==> src/rtl/drv_teclado_pkg.sv <==
// drv_teclado_pkg: shared states, key-code table and helpers for the keypad driver
package drv_teclado_pkg;
  typedef enum logic [1:0] {IDLE_SCAN, DEBOUNCE, ACCEPT, WAIT_RELEASE} state_t;
  localparam logic [4:0] KEY_A    = 5'd10;
  localparam logic [4:0] KEY_B    = 5'd11;
  localparam logic [4:0] KEY_C    = 5'd12;
  localparam logic [4:0] KEY_D    = 5'd13;
  localparam logic [4:0] KEY_STAR = 5'd14;
  localparam logic [4:0] KEY_HASH = 5'd15;
  localparam logic [4:0] KEY_NONE = 5'd31;
  localparam logic [4:0] KEY_MAP [4][4] = '{
    '{5'd1, 5'd2, 5'd3, KEY_A},
    '{5'd4, 5'd5, 5'd6, KEY_B},
    '{5'd7, 5'd8, 5'd9, KEY_C},
    '{KEY_STAR, 5'd0, KEY_HASH, KEY_D}
  };
  function automatic logic [1:0] low_row(input logic [3:0] f);
    return !f[0] ? 2'd0 : !f[1] ? 2'd1 : !f[2] ? 2'd2 : 2'd3;
  endfunction
endpackage

==> src/rtl/btn_debounce.sv <==
// btn_debounce: 2-flop synchronizer, tick-sampled debounce and rising-edge pulse for a pushbutton
module btn_debounce #(
  parameter int DEB_SAMPLES = 20
) (
  input  logic clk,
  input  logic rst_n,
  input  logic btn,
  input  logic tick,
  output logic pulse
);
  localparam int CW = $clog2(DEB_SAMPLES + 1);
  logic [1:0] sync_q, sync_d;
  logic state_q, state_d, pulse_q, pulse_d;
  logic [CW-1:0] cnt_q, cnt_d;
  always_comb begin
    sync_d  = {sync_q[0], btn};
    state_d = state_q;
    cnt_d   = cnt_q;
    pulse_d = 1'b0;
    if (tick) begin
      if (sync_q[1] == state_q) cnt_d = '0;
      else if (int'(cnt_q) + 1 >= DEB_SAMPLES) begin
        state_d = sync_q[1];
        cnt_d   = '0;
        pulse_d = sync_q[1];
      end else cnt_d = cnt_q + CW'(1);
    end
  end
  always_ff @(posedge clk or negedge rst_n)
    if (!rst_n) begin
      sync_q  <= '0;
      state_q <= 1'b0;
      cnt_q   <= '0;
      pulse_q <= 1'b0;
    end else begin
      sync_q  <= sync_d;
      state_q <= state_d;
      cnt_q   <= cnt_d;
      pulse_q <= pulse_d;
    end
  assign pulse = pulse_q;
endmodule

==> src/rtl/drv_teclado.sv <==
// drv_teclado: 4x4 keypad scanner with debounce, 3-digit position tracking and debounced enter
module drv_teclado
  import drv_teclado_pkg::*;
#(
  parameter int SCAN_TICKS  = 50000,
  parameter int DEB_SAMPLES = 20
) (
  input  logic       clk,
  input  logic       reset,
  input  logic       enter,
  input  logic [3:0] fila,
  output logic [3:0] col,
  output logic [4:0] digito,
  output logic [1:0] desp,
  output logic       enter_sync
);
  localparam int TW = $clog2(SCAN_TICKS + 1);
  localparam int DW = $clog2(DEB_SAMPLES + 1);
  state_t state_q, state_d;
  logic [TW-1:0] tcnt_q, tcnt_d;
  logic [DW-1:0] dcnt_q, dcnt_d;
  logic [3:0] f1_q, f1_d, f2_q, f2_d;
  logic [1:0] c_q, c_d, row_q, row_d, desp_q, desp_d;
  logic [4:0] digito_q, digito_d, key;
  logic adv_q, adv_d, tick, dn, enter_p;
  btn_debounce #(.DEB_SAMPLES(DEB_SAMPLES)) u_enter (
    .clk(clk), .rst_n(reset), .btn(enter), .tick(tick), .pulse(enter_p)
  );
  assign tick = int'(tcnt_q) == SCAN_TICKS - 1;
  assign dn   = int'(dcnt_q) + 1 >= DEB_SAMPLES;
  assign key  = state_q == ACCEPT ? KEY_MAP[row_q][c_q] : KEY_NONE;
  always_comb begin
    tcnt_d   = tick ? '0 : tcnt_q + TW'(1);
    f1_d     = fila;
    f2_d     = f1_q;
    state_d  = state_q;
    dcnt_d   = dcnt_q;
    c_d      = c_q;
    row_d    = row_q;
    digito_d = {1'b0, digito_q[3:0]};
    desp_d   = desp_q;
    adv_d    = 1'b0;
    case (state_q)
      IDLE_SCAN:
        if (tick) begin
          if (f2_q != 4'hF) begin
            row_d   = low_row(f2_q);
            dcnt_d  = DW'(1);
            state_d = DEB_SAMPLES <= 1 ? ACCEPT : DEBOUNCE;
          end else c_d = c_q + 2'd1;
        end
      DEBOUNCE:
        if (tick) begin
          if (f2_q != 4'hF && low_row(f2_q) == row_q) begin
            state_d = dn ? ACCEPT : DEBOUNCE;
            dcnt_d  = dn ? '0 : dcnt_q + DW'(1);
          end else begin
            state_d = IDLE_SCAN;
            dcnt_d  = '0;
          end
        end
      ACCEPT: begin
        state_d = WAIT_RELEASE;
        dcnt_d  = '0;
        if (key < 5'd10) begin
          digito_d = {1'b1, key[3:0]};
          adv_d    = !enter_p;
        end
        if (key == KEY_STAR) desp_d = 2'd0;
      end
      WAIT_RELEASE:
        if (tick) begin
          if (f2_q == 4'hF) begin
            state_d = dn ? IDLE_SCAN : WAIT_RELEASE;
            dcnt_d  = dn ? '0 : dcnt_q + DW'(1);
          end else dcnt_d = '0;
        end
    endcase
    // enter overrides any pending advance so a coincident press leaves desp at 0
    if (adv_q) desp_d = desp_q == 2'd2 ? 2'd0 : desp_q + 2'd1;
    if (enter_p) desp_d = 2'd0;
  end
  always_ff @(posedge clk or negedge reset)
    if (!reset) begin
      state_q  <= IDLE_SCAN;
      tcnt_q   <= '0;
      dcnt_q   <= '0;
      f1_q     <= 4'hF;
      f2_q     <= 4'hF;
      c_q      <= 2'd0;
      row_q    <= 2'd0;
      digito_q <= '0;
      desp_q   <= 2'd0;
      adv_q    <= 1'b0;
    end else begin
      state_q  <= state_d;
      tcnt_q   <= tcnt_d;
      dcnt_q   <= dcnt_d;
      f1_q     <= f1_d;
      f2_q     <= f2_d;
      c_q      <= c_d;
      row_q    <= row_d;
      digito_q <= digito_d;
      desp_q   <= desp_d;
      adv_q    <= adv_d;
    end
  assign col        = ~(4'b0001 << c_q);
  assign digito     = digito_q;
  assign desp       = desp_q;
  assign enter_sync = enter_p;
endmodule

==> config.mk <==
export PLATFORM = sky130hd
export DESIGN_NAME = drv_teclado
export DESIGN_NICKNAME = d
export VERILOG_FILES = /design/src/rtl/drv_teclado_pkg.sv /design/src/rtl/btn_debounce.sv /design/src/rtl/drv_teclado.sv
export SDC_FILE = /design/constraint.sdc
export NUM_CORES = 1
export LEC_CHECK = 0
export ABC_AREA = 1
export CAP_MARGIN = 5
export CELL_PAD_IN_SITES_DETAIL_PLACEMENT = 1
export CELL_PAD_IN_SITES_GLOBAL_PLACEMENT = 1
export CORE_ASPECT_RATIO = 0.5
export CORE_MARGIN = 3
export CORE_UTILIZATION = 30
export CTS_BUF_LIST = sky130_fd_sc_hd__clkbuf_4
export DETAILED_ROUTE_END_ITERATION = 7
export HOLD_SLACK_MARGIN = 0.08
export PLACE_DENSITY = 0.66
export SETUP_SLACK_MARGIN = 0.05
export SYNTH_ARGS = -nofsm -noshare
export SYNTH_HDL_FRONTEND = slang
export SYNTH_SLANG_ARGS = --single-unit
export TNS_END_PERCENT = 10
==> constraint.sdc <==
create_clock -name clk -period 1.9 [get_ports clk]
set_clock_uncertainty 0.15 [all_clocks]
set_input_delay 0.57 -clock clk [delete_from_list [all_inputs] [get_ports clk]]
set_output_delay 0.57 -clock clk [all_outputs]
set_load 0.1 [all_outputs]
Word-level counts from Yosys, hierarchy flattened
Cells that the tools add are included.
{"block": "word_totals", "word_cells": 102, "input_bits": 7, "ff_bits": 52, "out_inout_bits": 12}
{"block": "op_classes", "shifts": 1, "bitwise": 5, "n_lt_le_gt_ge": 5, "add_sub_neg": 7, "eq_ne": 15, "mux": 42, "n_reduce_logical": 12}
{"operator": "$mux W5", "n": 14}
{"operator": "$bmux W20 S2", "n": 1}
{"operator": "$mux W20", "n": 2}
{"operator": "$ge A32 B6 Y1 const B", "n": 1}
{"operator": "$mux W2", "n": 15}
{"operator": "$pmux W5 S4", "n": 1}
{"operator": "$add A16 B1 Y16 const B", "n": 1}
{"operator": "$eq A16 B15 Y1 const B", "n": 1}
{"operator": "$mux W16", "n": 1}
{"operator": "$add A5 B1 Y6 const B", "n": 2}
{"operator": "$add A5 B1 Y5 const B", "n": 2}
{"operator": "$bmux W5 S2", "n": 1}
{"operator": "$ne A2 B2 Y1 const B", "n": 5}
{"operator": "$reduce_and A3 Y1", "n": 3}
{"operator": "$pmux W2 S4", "n": 1}
{"operator": "$eq A2 B2 Y1 const B", "n": 3}
{"operator": "$ge A3 B3 Y1 const B", "n": 2}
{"operator": "$ge A6 B5 Y1 const B", "n": 1}
{"operator": "$mux W1", "n": 6}
{"operator": "$not A2 Y3", "n": 2}
{"operator": "$reduce_bool A3 Y1", "n": 2}
{"operator": "$eq A5 B4 Y1 const B", "n": 1}
{"operator": "$lt A5 B4 Y1 const B", "n": 1}
{"operator": "$reduce_and A5 Y1", "n": 1}
{"operator": "other kinds (14)", "n": 17}

Logic depth before layout (Yosys ltp)
{"block": "depth", "word_depth": 13, "ltp_mapped": 12}

Hierarchy
A second synthesis with hierarchy kept.
{"block": "unflattened", "cells_unflattened": 320, "area_unflattened_um2": 2692.6}
{"module": "drv_teclado", "area_per_inst_um2": 2242.2, "cells_per_inst": 274, "seq_area_each_um2": 1086.0, "instances": 1}
{"module": "btn_debounce", "area_per_inst_um2": 450.4, "cells_per_inst": 46, "seq_area_each_um2": 225.2, "instances": 1}

Least setup slack after synthesis
Ideal clock, no wire load.
{"block": "synth_timing", "path_type": "flip-flop to output port", "start": "reg c_q[0]", "end": "out col[0]", "n_path_buf": 0, "stages_incl_launch_ff": 4, "path_slack_ns": -0.164, "required_ns": 1.180, "arrival_time_ns": 1.344, "path_cell_list": "dfrtp_1 inv_1 ha_1 inv_1"}
{"block": "synth_between", "elab_chain_len": 2}
{"item": "from (decl)", "line_no": "drv_teclado.sv:23", "source": "logic [1:0] c_q, c_d, row_q, row_d, desp_q, desp_d;"}
{"item": "from (signal assigned)", "line_no": "drv_teclado.sv:90", "source": "c_q <= 2'd0;"}
{"item": "from (signal assigned)", "line_no": "drv_teclado.sv:101", "source": "c_q <= c_d;"}
{"item": "$shl A1 B2 Y4", "line_no": "drv_teclado.sv:107", "source": "assign col = ~(4'b0001 << c_q);"}
{"item": "$not A4 Y4", "line_no": "drv_teclado.sv:107"}
{"item": "to (decl)", "line_no": "drv_teclado.sv:12", "source": "output logic [3:0] col,"}
Every way passes these cells.

Worst setup path in the final report
{"block": "layout_timing", "start": "reg c_q[0]", "end": "out col[2]"}
The elaborated chain is that of the path after synthesis.

==> impl_results.md <==
* Normalized max-slew margin at 0.725
* Synthesized area at 2760 um^2
* Final Hold Viols at 0
* Vias per cell at 4.63
* Flops & latches, synth at 52
* Number of global-route vias before repair at roughly 2.4k
* CP Launch Point: c_q[0]$_DFFE_PN0P_
* Routed wire per std cell at 13.3 um
* Deepest clock path buffer count at 2
* Worst Hold Class: reg2reg
* Placer Congestion at 0.843
* Total GRT Usage at 0.132
* Syn nets at 358
* ANT nets after route at 0
* Initial antenna violation count at 0
* Die W at 142 um
* WL final at roughly 6600 um
* R2R Path Start: c_q[0]$_DFFE_PN0P_
* Remaining global-route overflow at 0
* Power Total at 1.73 mW
* HPWL Detailed at 5020 um
* Diodes inserted at 0
* Least-Margin Pin Slew at 0.409 ns
* RSZ-0062 raised after global routing: yes
* Layout cell share with drive strength beyond 1 at 0.229
* Cell family with most CP delay: flip-flops
* Commonest non-fill, non-tap cell in the layout: nand2_1
* Largest net degree at the start of global routing at 45
* Slowest-stage cell, CP: dfrtp_1
* Later-pin clock latency in the skew report at 0.38 ns
* Fmax at about 480 MHz
* Htree depth at 2
* Synthesis-to-layout area growth at 24.9%
* Fin. max-slew vios at 0
* Post-Syn Instances at between 300 and 400
* Pwr Density at 502 nW/um^2
* Clk slew on worst S/H paths at 0.16 ns
* TritonCTS clock tree: yes
* CTS buffer count at 5
* Root Buffer: clkbuf_4
* Die ar. at 10500 um^2
* Worst setup margin at -0.179 ns
* Commonest cells after routing, fill and taps aside: nand2_1 (89), inv_1 (43), dfrtp_1 (41)
* Final Cell Area at between 3000 and 4000 um^2
* DP Area at roughly 3300 um^2
* Critical path buffer and inverter count at 3
* WS Path Type: reg2out
* Clock sinks at 52
* Nets at 395
* Warnings, synthesis at 0
* Starting DRT DRC Count at 88
* Cell Rows at 24
* Core Box Area at between 8000 and 9000 um^2
* Netlist cell types at 34
* PortBufs at 18
* DRC at 0
* Tcrit/Tclk final at 1.09
* Starting density of the core at 0.313
* CP required at 1.18 ns
* Ports at 19
* DR vias at 2301
* P_leak at 1.65 nW
* Worst path max stage delay at 0.42 ns
* CP Launch Type: flip-flop
* Status: finished with violations
* Crit-path max FO at 3
* Seq/Total Area, Yosys at 0.475
* Final setup violating endpoints at 4
* Worst Hold Slack at 0.218 ns
* Max rail drop VDD at 0.000232 V
* Worst setup EP type: primary output
* First-pass GRT wire length at roughly 11000 um
* Syn_area_per_cell at 8.07 um^2
* Final min period at 2.08 ns
* Critical path arrival at 1.36 ns
* CP cell instances: inv_2 > ha_2 > clkinvlp_4 > buf_12
* Max_cap viols at 0
* Hold Path Origin: f1_q[1]$_DFF_PN1_
* Router iterations before antenna repair at 4
* Die H at ~74 um
* Failing checks: negative setup slack
==> final timing paths <==
kind | end | slack, ns | cells after the start
max | col[2] | -0.18 | 4
min in group asynchronous | digito[0]$_DFFE_PN0P_ | 0.46 | 2
max reg2reg | digito[1]$_DFFE_PN0P_ | 0.14 | 10
max in group asynchronous | f1_q[1]$_DFF_PN1_ | 0.57 | 3
min reg2reg | f2_q[1]$_DFF_PN1_ | 0.22 | 0
min | f2_q[1]$_DFF_PN1_ | 0.22 | 0
==> synthesized netlist by cell type (all sizes together) <==
cell,instances,area share
nor2,26,0.042
dfrtp,44,0.40
o21ai,18,0.035
a21oi,9,0.016
o221ai,1,0.0032
inv,52,0.072
o211ai,1,0.0027
nand3b,2,0.0054
nor4,3,0.0068
and2,1,0.0023
buf,4,0.014
nor3b,1,0.0027
ha,9,0.041
nor3,7,0.014
a31oi,1,0.0023
dfstp,8,0.076
or2,1,0.0023
nand4,6,0.016
xor2,6,0.019
clkinv,1,0.0018
xnor2,4,0.013
nand3,41,0.078
nand2,96,0.14
==> layer usage <==
| layer | track usage | share of wire | vias to the layer above |
|---|---|---|---|
| met5 | 0 | 0 | - |
| met4 | 0.0298 | 0.012 | 0 |
| met3 | 0.0254 | 0.023 | 6 |
| met2 | 0.229 | 0.48 | 26 |
| met1 | 0.173 | 0.49 | 1113 |
| li1 | - | - | 1156 |
==> sequential cells by signal, indices dropped and copies added (netlist names) <==
register	cells
tcnt_q	16
dcnt_q	5
digito	5
u_enter.cnt_q	5
f1_q	4
f2_q	4
c_q	2
desp	2
row_q	2
state_q	2
u_enter.sync_q	2
adv_q	1
u_enter.pulse	1
u_enter.state_q	1
==> worst register-to-register path, stage by stage, from the launching register on <==
cell and delay [ns]:
dfrtp_1 0.42, inv_2 0.11, buf_4 0.12, buf_4 0.09, buf_4 0.12, o21ai_1 0.06, nand2_1 0.07, nand3_1 0.10
or2_4 0.28, nand3_1 0.10, nand2_1 0.07
==> final cells by class <==
type | instances | area, um^2
clock buffer | 7 | 52.6
clock inverter | 1 | 8.76
fill | 1060 | 5380
inverter | 53 | 214
multi-input combinational | 233 | 1280
sequential | 52 | 1320
tap | 117 | 146
timing repair buffer | 34 | 430
==> through the flow <==
stage,cells,worst slack [ns],utilization,setup TNS [ns]
after floorplan,342,-0.0421,-,-0.0849
after global placement,482,0.186,0.369,0
after detailed placement,482,0.0704,0.369,0
after CTS,496,-0.192,0.385,-0.717
after global routing,497,-0.264,0.391,-1.05
final,497,-0.179,0.391,-0.670
==> where the power goes <==
part | internal [mW] | leakage (nW) | switching (mW)
registers | 1.12 | 0.675 | 0.00652
logic | 0.0195 | 0.934 | 0.0325
clock network | 0.178 | 0.0363 | 0.368
total | 1.32 | 1.65 | 0.407
==> repair_timing <==
item,CTS,global route
endpoints found under the setup margin,5,32
resized for setup,9,15
endpoints found under the hold margin,8,0
pin swaps,0,2
hold buffers,1,0
setup buffers,5,1
==> logic make-up after synthesis <==
kind of cell | count (synthesis) | share of synthesized area
XOR/XNOR | 10 | 0.0317
adder cells (fa/ha/maj) | 9 | 0.0408
flip-flops | 52 | 0.475
AND/OR/NAND/NOR | 184 | 0.305
AO/OA/AOI/OAI | 30 | 0.0598
buffers and inverters | 57 | 0.0874
Note: power is estimated with default switching activity, not from simulation.
